===== src/rtl/stream_demultiplexer_pkg.sv =====
// Shared constants and types for the stream demultiplexer: channel count,
// default word width and the per-channel buffer state encoding.
package stream_demultiplexer_pkg;

    localparam int DEFAULT_WIDTH = 8;
    localparam int NUM_CHANNELS  = 4;
    localparam int ADDR_W        = $clog2(NUM_CHANNELS);

    typedef enum logic {
        EMPTY = 1'b0,
        FULL  = 1'b1
    } slot_state_t;

    // Turns a channel address into the one-hot load vector for the slots.
    function automatic logic [NUM_CHANNELS-1:0] channel_onehot(input logic [ADDR_W-1:0] addr);
        return NUM_CHANNELS'(1) << addr;
    endfunction

endpackage


===== src/rtl/demux_channel_slot.sv =====
// One-entry registered output buffer for a single demultiplexer channel,
// with a two-state EMPTY/FULL controller and valid/ready handshake.
module demux_channel_slot
    import stream_demultiplexer_pkg::*;
#(
    parameter int WIDTH = DEFAULT_WIDTH
) (
    input  logic             clk,
    input  logic             reset,
    input  logic             load,
    input  logic [WIDTH-1:0] load_data,
    input  logic             out_ready,
    output logic [WIDTH-1:0] out_data,
    output logic             out_valid
);

    slot_state_t      r_state;
    slot_state_t      w_next_state;
    logic [WIDTH-1:0] r_data;
    logic             w_capture;

    always_ff @(posedge clk or posedge reset) begin
        if (reset) begin
            r_state <= EMPTY;
        end else begin
            r_state <= w_next_state;
        end
    end

    // A load while FULL only arrives when the consumer is draining, so it is a refill with no bubble.
    always_comb begin
        w_next_state = r_state;
        w_capture    = 1'b0;
        case (r_state)
            EMPTY: begin
                if (load) begin
                    w_next_state = FULL;
                    w_capture    = 1'b1;
                end
            end
            FULL: begin
                if (load) begin
                    w_capture = 1'b1;
                end else if (out_ready) begin
                    w_next_state = EMPTY;
                end
            end
            default: w_next_state = EMPTY;
        endcase
    end

    always_ff @(posedge clk or posedge reset) begin
        if (reset) begin
            r_data <= '0;
        end else if (w_capture) begin
            r_data <= load_data;
        end
    end

    assign out_data  = r_data;
    assign out_valid = (r_state == FULL);

endmodule


===== src/rtl/stream_demultiplexer.sv =====
// Routes one tagged word stream onto four independently buffered output
// channels selected by {address1, address0}.
module stream_demultiplexer
    import stream_demultiplexer_pkg::*;
#(
    parameter int WIDTH = DEFAULT_WIDTH
) (
    input  logic             clk,
    input  logic             reset,
    input  logic [WIDTH-1:0] in_data,
    input  logic             address0,
    input  logic             address1,
    input  logic             in_valid,
    output logic             in_ready,
    output logic [WIDTH-1:0] out0_data,
    output logic [WIDTH-1:0] out1_data,
    output logic [WIDTH-1:0] out2_data,
    output logic [WIDTH-1:0] out3_data,
    output logic             out0_valid,
    output logic             out1_valid,
    output logic             out2_valid,
    output logic             out3_valid,
    input  logic             out0_ready,
    input  logic             out1_ready,
    input  logic             out2_ready,
    input  logic             out3_ready
);

    logic [ADDR_W-1:0]       w_addr;
    logic [NUM_CHANNELS-1:0] w_out_valid;
    logic [NUM_CHANNELS-1:0] w_out_ready;
    logic [NUM_CHANNELS-1:0] w_load;
    logic [WIDTH-1:0]        w_out_data [NUM_CHANNELS];
    logic                    w_accept;

    assign w_addr      = {address1, address0};
    assign w_out_ready = {out3_ready, out2_ready, out1_ready, out0_ready};

    // Only the addressed slot gates the input, so a stalled channel never blocks the others.
    assign in_ready = ~reset & (~w_out_valid[w_addr] | w_out_ready[w_addr]);
    assign w_accept = in_valid & in_ready;
    assign w_load   = w_accept ? channel_onehot(w_addr) : '0;

    for (genvar n = 0; n < NUM_CHANNELS; n++) begin : g_slot
        demux_channel_slot #(
            .WIDTH(WIDTH)
        ) u_slot (
            .clk      (clk),
            .reset    (reset),
            .load     (w_load[n]),
            .load_data(in_data),
            .out_ready(w_out_ready[n]),
            .out_data (w_out_data[n]),
            .out_valid(w_out_valid[n])
        );
    end

    assign out0_data  = w_out_data[0];
    assign out1_data  = w_out_data[1];
    assign out2_data  = w_out_data[2];
    assign out3_data  = w_out_data[3];
    assign out0_valid = w_out_valid[0];
    assign out1_valid = w_out_valid[1];
    assign out2_valid = w_out_valid[2];
    assign out3_valid = w_out_valid[3];

endmodule

===== config.mk =====
export PLATFORM = sky130hd
export DESIGN_NAME = stream_demultiplexer
export DESIGN_NICKNAME = d
export VERILOG_FILES = /design/src/rtl/stream_demultiplexer_pkg.sv /design/src/rtl/demux_channel_slot.sv /design/src/rtl/stream_demultiplexer.sv
export SDC_FILE = /design/constraint.sdc
export NUM_CORES = 1
export LEC_CHECK = 0
export CAP_MARGIN = 25
export CORE_ASPECT_RATIO = 1.2
export CORE_UTILIZATION = 35
export CTS_CLUSTER_SIZE = 30
export DETAILED_ROUTE_END_ITERATION = 12
export PLACE_DENSITY = 0.76
export SYNTH_ARGS = -nofsm -noshare
export SYNTH_HDL_FRONTEND = slang
export SYNTH_SLANG_ARGS = --single-unit

===== constraint.sdc =====
create_clock -name clk -period 1.8 [get_ports clk]
set_input_delay 0.36 -clock clk [delete_from_list [all_inputs] [get_ports clk]]
set_output_delay 0.36 -clock clk [all_outputs]
set_load 0.02 [all_outputs]

==> impl_metrics.ini <==
[drt]
routed_wl_um = 3370
vias = 998
firstDrtPassIters = 4
drt-initial-drc-count = 14
drc = 0
wl_per_cell_um = 15.5
final_antenna_net_count = 0
avgViaCountPerCell = 4.60

[global_routing]
antenna_found_initial = 0
grt_max_degree = 37
grt_pass1_wl_um = 5260
grt_usage_pct = 16.9
grt_pass1_vias = 1042
overflow = 0

[logic_synthesis]
synthCells = 92
yosys.area.top_type = dfrtp_1
synth-seq-area-share_pct = 61.3
synth_edf_count = 0
synth.top_cell.area_share_pct = 61.3
syn-num-nets = 109
yosysUniqueCellTypes = 19
synth_area_mm2 = 0.00147
synth_area_leaders = dfrtp_1 61%, mux2_2 25%, nand2b_1 1.7%
synth_common_cells = 36 x dfrtp_1, 32 x mux2_2, 4 x nand2b_1
synth_area_per_cell_um2 = 16.0
ys_ff_latch = 36
synth_ff_type = dfrtp_1
synthArstFlopShare_pct = 100
synth_warnings = 0
post-synth-top-count-cell = dfrtp_1

[floorplan]
die_x_um = 61.2
core-area_mm2 = 0.00397
initial_core_util_pct = 37.0
die-area_mm2 = 0.00446
rows = 25
pin_count = 54
die_h_um = 73.0

[final_layout]
drive_above_1_share_pct = 36.8
multiInputGateArea_um2 = 548
fill_cells = 318
diodes = 0
fin_nets = 179
area_growth_pct = 55.1
final_util_pct = 57.4
seq_area_um2 = 901

[setup_path]
cpMaxStageDelayCell = clkdlybuf4s50_1
cpPeakStageDelay_ps = 550
worstPathCellList = clkdlybuf4s50_1 > buf_4 > nand2_1 > nor3b_4 > buf_4 > mux2_2
worstPathArrival_ps = 1910
critPathKind = in -> reg
cp.required_ps = 1970
cp_num_buf_inv = 3
endpoint_kind = flop
critPathMostFrequentCell = buf_4
start_kind = input port
worstPathMaxFanout = 6
path_delay_family = buffers and inverters

[placed_design]
io_buffers = 53
hpwl_um = 2520
place.gp.congestion = 0.810

[power]
switching_share_pct = 28.1
pwr-share-clk_pct = 28.5
seqPwrFrac_pct = 39.8
switching_power_w = 0.000754
power.internal_w = 0.00193
power.density_mw_per_mm2 = 1170
p_leak_nw = 0.984
report.power.total_w = 0.00268
irDropWorstVdd_uv = 789
pwr-share-comb_pct = 31.7

[clocking]
numCtsBuffers = 5
clock_sinks = 36
htreeDepth = 2
postCtsSetupBuffers = 0
clock_latency_ps = 280
cts_root_buf = clkbuf_8
tritoncts = built
cts_buffer_depth = 2
clk_pin_slew_ps = 70

[sta]
slew_violations = 0
fin_skew_ps = 3.94
finalSetupViolCount = 0
timing.fmax_mhz = 572
tns_ps = 0
hold_violations = 0
min_period_ps = 1750
post-route-period-util_pct = 97.1
relSlewSlack_pct = 70.4
rsz0062_at_grt = false
worstMarginPinSlew_ps = 443

[status]
status = complete, no violations

[flow_run]
maxCapViolCount = 0

[worst_hold_path]
hold_class = in -> async
layout make-up:
type                    count  area share (%)
clock buffers               7            4.22
clock inverters             1            1.32
inverters                   1           0.329
multi-input cells          52            24.0
flip-flops and latches     36            39.5
well taps                  54            2.96
repair buffers             66            27.6
cell usage in the layout (no fill, tap or decap):
cell type,count
nand2_1,3
buf_4,13
mux2_2,32
bufinv_16,1
nand2b_1,4
o31ai_1,1
buf_6,1
nor4b_4,1
nor3b_4,1
and4b_1,1
and2b_2,1
clkinvlp_4,1
o21ai_0,2
nand2b_4,1
dlygate4sd2_1,1
dlymetal6s2s_1,1
o311ai_1,1
nand4bb_1,1
clkdlybuf4s50_1,50
clkbuf_8,7
a21oi_1,1
dfrtp_1,36
mux2i_1,1
nand4b_4,1
state kept, by name (all words and copies together) (netlist names):
register	cells
g_slot.u_slot.out_data	32
g_slot.u_slot.out_valid	4
per-stage QoR:
step	hold WS [ps]	instances	instance area, µm²	worst slack, ps
after global placement	487	209	2140	-441
after floorplan	316	92	1470	68.0
after detailed placement	492	209	2140	-479
after CTS	512	217	2270	7.89
after global routing	316	217	2280	11.4
final	270	217	2280	52.3
routing by layer:
layer / GRT usage [%] / part of all wire (%)
met2: 27.3 / 51
met4: 9.34 / 3.4
met3: 5.14 / 5.5
met1: 19.5 / 40
met5: 0 / 0
repair_timing:
action,4_1_cts,5_1_grt
pin swaps,0,1
resized for setup,9,2
setup endpoints to repair,9,7
hold buffers,0,0
tightest hold or removal path, delay by kind of cell:
kind / cells / cell delay (ps)
buffers and inverters: 3 / 630
cell families after synthesis:
family,share of synthesized area (%)
AOI/OAI and AO/OA,2.13
buffers and inverters,2.13
DFF,61.3
muxes,25.2
and+or+nand+nor,9.28
power groups by stage:
stage	registers, W	clock network (W)	logic [W]
2_1_floorplan	0.00128	0	0.000195
3_3_place_gp	0.00107	0	0.000839
3_5_place_dp	0.00108	0	0.000856
4_1_cts	0.00107	0.000788	0.000860
5_1_grt	0.00109	0.000837	0.000894
6_report	0.00107	0.000763	0.000851
path summary, 6_finish.rpt:
| path | start | end | slack (ps) | cells after the start |
|---|---|---|---|---|
| max in group asynchronous | reset | g_slot[0].u_slot.out_data[0] | 1220 | 3 |
| setup reg to reg | g_slot[0].u_slot.out_valid | g_slot[0].u_slot.out_data[4] | 350 | 5 |
| setup / recovery | address1 | g_slot[3].u_slot.out_data[4] | 50 | 6 |
| hold reg to reg | g_slot[1].u_slot.out_data[5] | g_slot[1].u_slot.out_data[5] | 510 | 1 |
| min in group clk | g_slot[1].u_slot.out_data[5] | g_slot[1].u_slot.out_data[5] | 510 | 1 |
| hold / removal | reset | g_slot[0].u_slot.out_valid | 270 | 3 |
No activity file was read; power rests on OpenSTA's default activity.
==> variant 1 (same settings) <==
Set the package constant `DEFAULT_WIDTH` to 12 (it was 8).
--- a/src/rtl/stream_demultiplexer_pkg.sv
+++ b/src/rtl/stream_demultiplexer_pkg.sv
@@ -2,7 +2,7 @@
 // default word width and the per-channel buffer state encoding.
 package stream_demultiplexer_pkg;
 
-    localparam int DEFAULT_WIDTH = 8;
+    localparam int DEFAULT_WIDTH = 12;
     localparam int NUM_CHANNELS  = 4;
     localparam int ADDR_W        = $clog2(NUM_CHANNELS);
 
Ports: changed (5 resized); port bits go from 54 to 74. The function was not compared with the original's and may differ.
==> variant 1 against the original RTL <==
Sequential share of layout area grew 1.8 points; sequential cell count increased by 16; worst setup slack got worse by 0.013 ns; wire length increased by 40%; non-clock buffer count is 27 higher; design area increased by 38%; power up 30%; clock power down 11%; synthesized area is 41% higher; critical path type unchanged; largest cell class unchanged; largest power group unchanged.
==> variant 1: results <==
{
  "htreeDepth": 2,
  "diodes": 0,
  "clock_latency_ns": 0.30,
  "antenna_found_initial": 0,
  "worstMarginPinSlew_ns": 0.667,
  "crit_start": "reset",
  "ir_worst_vdd_mv": 0.498,
  "p_leak_nw": 1.37,
  "r2r_cells": 5,
  "status": "finished clean",
  "layout-drive-gt1-share_pct": 31.4,
  "async_flop_share_pct": 100,
  "cts_root_buf": "clkbuf_8",
  "whs_path_depth": 1,
  "final_cells": 303,
  "cts_buffer_depth": 2,
  "synth_nets": 147,
  "largest_reg_flops": 48,
  "fin_nets": 243,
  "synth_commonest_cells": "52 x dfrtp_1, 26 x mux2_2, 12 x mux2_1",
  "first_global_vias": 1414,
  "ys_types": 20,
  "place.gp.congestion": 0.730,
  "hold_end": "g_slot[2].u_slot.out_data[1]",
  "arrival_ns": 1.95,
  "avgViaCountPerCell": 4.53,
  "cts_inserted_buffers": 5,
  "synth_warnings": 0,
  "hpwl_um": 3380,
  "hp-class": "register to register",
  "timing.rr.end": "g_slot[3].u_slot.out_data[8]",
  "grt_max_degree": 53,
  "port_buffers": 73,
  "seq_area_frac_synth_pct": 63.0,
  "first_iter_violations": 51,
  "first_pass_iters": 3,
  "ys_top_cells_by_area": "dfrtp_1 63%, mux2_2 14%, mux2_4 7.3%, mux2_1 6.5%, nand2b_1 1.2%",
  "r2r_slack_ns": 0.31,
  "wl_per_cell_um": 15.6,
  "p_sw_mw": 1.06,
  "critPathMaxFanout": 8,
  "clkSlewWorstSetupHoldPaths_ns": 0.09,
  "grt_pass1_wl_um": 7390,
  "r2r-start": "g_slot[3].u_slot.out_valid",
  "grt_usage_pct": 16.0,
  "fin_skew_ns": 0.00575,
  "min_from": "g_slot[2].u_slot.out_data[1]",
  "avgSynthCellArea_um2": 16.4
}
==> variant 1: timing repair <==
action                                  in CTS  in global routing
endpoints found under the setup margin       1                  1
endpoints found under the hold margin        0                  0
gates resized for setup                      7                  3
setup buffers                                0                  0
==> variant 1: final cells by class <==
| type | instances | area, um2 |
|---|---|---|
| fill | 471 | 2520 |
| sequential | 52 | 1300 |
| timing repair buffer | 93 | 883 |
| multi-input combinational | 68 | 758 |
| tap | 80 | 100 |
| clock buffer | 7 | 86.3 |
| inverter | 2 | 11.3 |
| clock inverter | 1 | 7.51 |
==> variant 1: how the worst max path moves through the flow <==
stage	endpoint	slack [ns]	depth (start not counted)
finish	g_slot[3].u_slot.out_data[8]	0.04	6
global route	in_ready	0.01	5
detailed placement	in_ready	-0.43	5
floorplan	in_ready	0.01	3
global placement	in_ready	-0.36	5
CTS	in_ready	0.003	5
==> variant 1: routing by layer <==
layer	up-vias	share of wire [%]	track usage, %
met5	-	0	0
met4	0	1.1	7.49
met1	686	46	20.9
met2	46	49	25.7
met3	4	4.0	2.91
li1	637	-	-
==> variant 1: kinds of logic after synthesis <==
| logic type | after synthesis | share of synthesized area (%) |
|---|---|---|
| muxes | 49 | 28.5 |
| AOI/OAI and AO/OA | 4 | 1.15 |
| buffers and inverters | 6 | 2.18 |
| and+or+nand+nor | 15 | 5.27 |
| DFF | 52 | 63.0 |
==> variant 1: critical path, stage by stage <==
cell	delay [ns]
clkdlybuf4s50_1	0.46
buf_4	0.17
nor2b_4	0.16
and4_1	0.24
buf_4	0.20
mux2_2	0.35
==> variant 1: power by group through the flow <==
stage / Clock, mW / Combinational, mW / Sequential (mW)
floorplan: 0 / 0.282 / 1.87
global placement: 0 / 1.24 / 1.56
detailed placement: 0 / 1.25 / 1.57
CTS: 0.719 / 1.26 / 1.55
global route: 0.766 / 1.31 / 1.58
finish: 0.680 / 1.25 / 1.55
==> variant 1: stage by stage <==
| stage | worst slack, ns | TNS, ns | hold WS (ns) | area [um2] | power, mW |
|---|---|---|---|---|---|
| final | 0.0397 | 0 | 0.496 | 3150 | 3.48 |
| after detailed placement | -0.432 | -11.08 | 0.474 | 3030 | 2.82 |
| after global routing | 0.0134 | 0 | 0.513 | 3150 | 3.66 |
| after global placement | -0.359 | -9.94 | 0.466 | 3030 | 2.80 |
| after CTS | 0.00280 | 0 | 0.496 | 3130 | 3.53 |
| after floorplan | 0.0112 | 0 | 0.423 | 2080 | 2.16 |
==> variant 2 (same settings) <==
Without the edit above. Make the reset (`reset`) synchronous in 2 clocked blocks.
--- a/src/rtl/demux_channel_slot.sv
+++ b/src/rtl/demux_channel_slot.sv
@@ -19,7 +19,7 @@
     logic [WIDTH-1:0] r_data;
     logic             w_capture;
 
-    always_ff @(posedge clk or posedge reset) begin
+    always_ff @(posedge clk) begin
         if (reset) begin
             r_state <= EMPTY;
         end else begin
@@ -49,7 +49,7 @@
         endcase
     end
 
-    always_ff @(posedge clk or posedge reset) begin
+    always_ff @(posedge clk) begin
         if (reset) begin
             r_data <= '0;
         end else if (w_capture) begin
Check against the original RTL: differs if reset is asserted again (counterexample within 4 cycles, from zero or initial values and one cycle with reset high); with reset held inactive, the same outputs for 10 cycles.
==> variant 2 against the original RTL <==
The run now ends with negative setup slack left; synthesized area increased by 13%; sequential cell count unchanged; wire length increased by 42%; worst setup slack got worse by 0.074 ns; design area increased by 6.7%; global-route usage increased by 2.9 points; maximum frequency decreased by 4.1%.
Power is not compared: it rests on default switching activity, and its combinational part moved more than twofold at a synthesized area within 25%.
==> variant 2: results <==
{
  "fin_setup_tns_ns": -0.0219,
  "ys_top_cells_by_area": "dfxtp_1 44%, nand4_1 12%, o311ai_0 7.4%, a21oi_1 5.7%, o31ai_1 5.0%",
  "cp_slowest_cell": "clkdlybuf4s50_1",
  "seq_area_frac_synth_pct": 43.5,
  "crit_end": "in_ready",
  "r2r_slack_ns": 0.62,
  "hp-class": "register to register",
  "synth_nets": 199,
  "first_global_vias": 1551,
  "grt_pass1_wl_um": 7510,
  "async_flop_share_pct": 0,
  "timing.final.ws_setup_ns": -0.0219,
  "crit_type": "primary input to output port",
  "hpwl_um": 3270,
  "crit_start": "address0",
  "grt_max_degree": 36,
  "critPathMaxFanout": 2,
  "avgViaCountPerCell": 5.63,
  "timing.rr.end": "g_slot[3].u_slot.out_data[3]",
  "setup_viol": 1,
  "violations": "negative setup slack",
  "holdWs_ns": 0.469,
  "dpl_cell_area_um2": 2300,
  "layout-drive-gt1-share_pct": 19.6,
  "place.gp.congestion": 0.801,
  "dp_slack_ns": -0.693,
  "avgSynthCellArea_um2": 9.10,
  "worstMarginPinSlew_ns": 0.508,
  "status": "complete, but fails checks",
  "totalWireLength_um": 4780,
  "r2r-start": "g_slot[3].u_slot.out_valid",
  "ys_types": 26,
  "fin_nets": 256
}
-- variant 2: changes by cell type in the layout (fill, tap and decap cells not counted), moves of 8 or more --
cell,delta
mux2_2,-32
a21oi_1,+18
buf_4,+8
o31ai_1,+10
o311ai_0,+10
dfrtp_1,-36
dfxtp_1,+33
nand4_1,+32
nand2_1,+13
-- variant 2: cell families (layout without fill, tap and decap cells) --
kind of cell / count (synthesis) / after routing / synth area share (%)
multiplexers: 1 / 1 / 1.36
flip-flops: 36 / 36 / 43.5
AND/OR/NAND/NOR: 65 / 65 / 22.4
buffers and inverters: 28 / 86 / 7.85
AO/OA/AOI/OAI: 52 / 52 / 24.8
-- variant 2: timing repair --
action                     4_1_cts  5_1_grt
resized for setup               21        8
buffers inserted                 1        0
pin swaps                        1        1
setup endpoints to repair        2       19
-- variant 2: area by class of cell --
| cell class | count | area (um2) |
|---|---|---|
| timing repair buffer | 75 | 699 |
| inverter | 3 | 11.3 |
| multi-input combinational | 118 | 836 |
| tap | 58 | 72.6 |
| fill | 422 | 2130 |
| clock buffer | 8 | 90.1 |
| sequential | 36 | 724 |
-- variant 2: per-layer routing --
layer,global-route usage (%),vias up,routed length (um)
li1,-,815,-
met4,7.56,0,80
met1,26.5,795,2080
met2,30.1,61,2330
met5,0,-,0
met3,5.00,6,288
-- variant 2: power by group through the flow --
stage / Sequential (mW) / Combinational, mW / Clock [mW]
2_1_floorplan: 0.879 / 0.101 / 0
3_3_place_gp: 0.851 / 0.265 / 0
6_report: 0.834 / 0.275 / 0.584
4_1_cts: 0.834 / 0.270 / 0.601
3_5_place_dp: 0.851 / 0.267 / 0
5_1_grt: 0.836 / 0.292 / 0.644
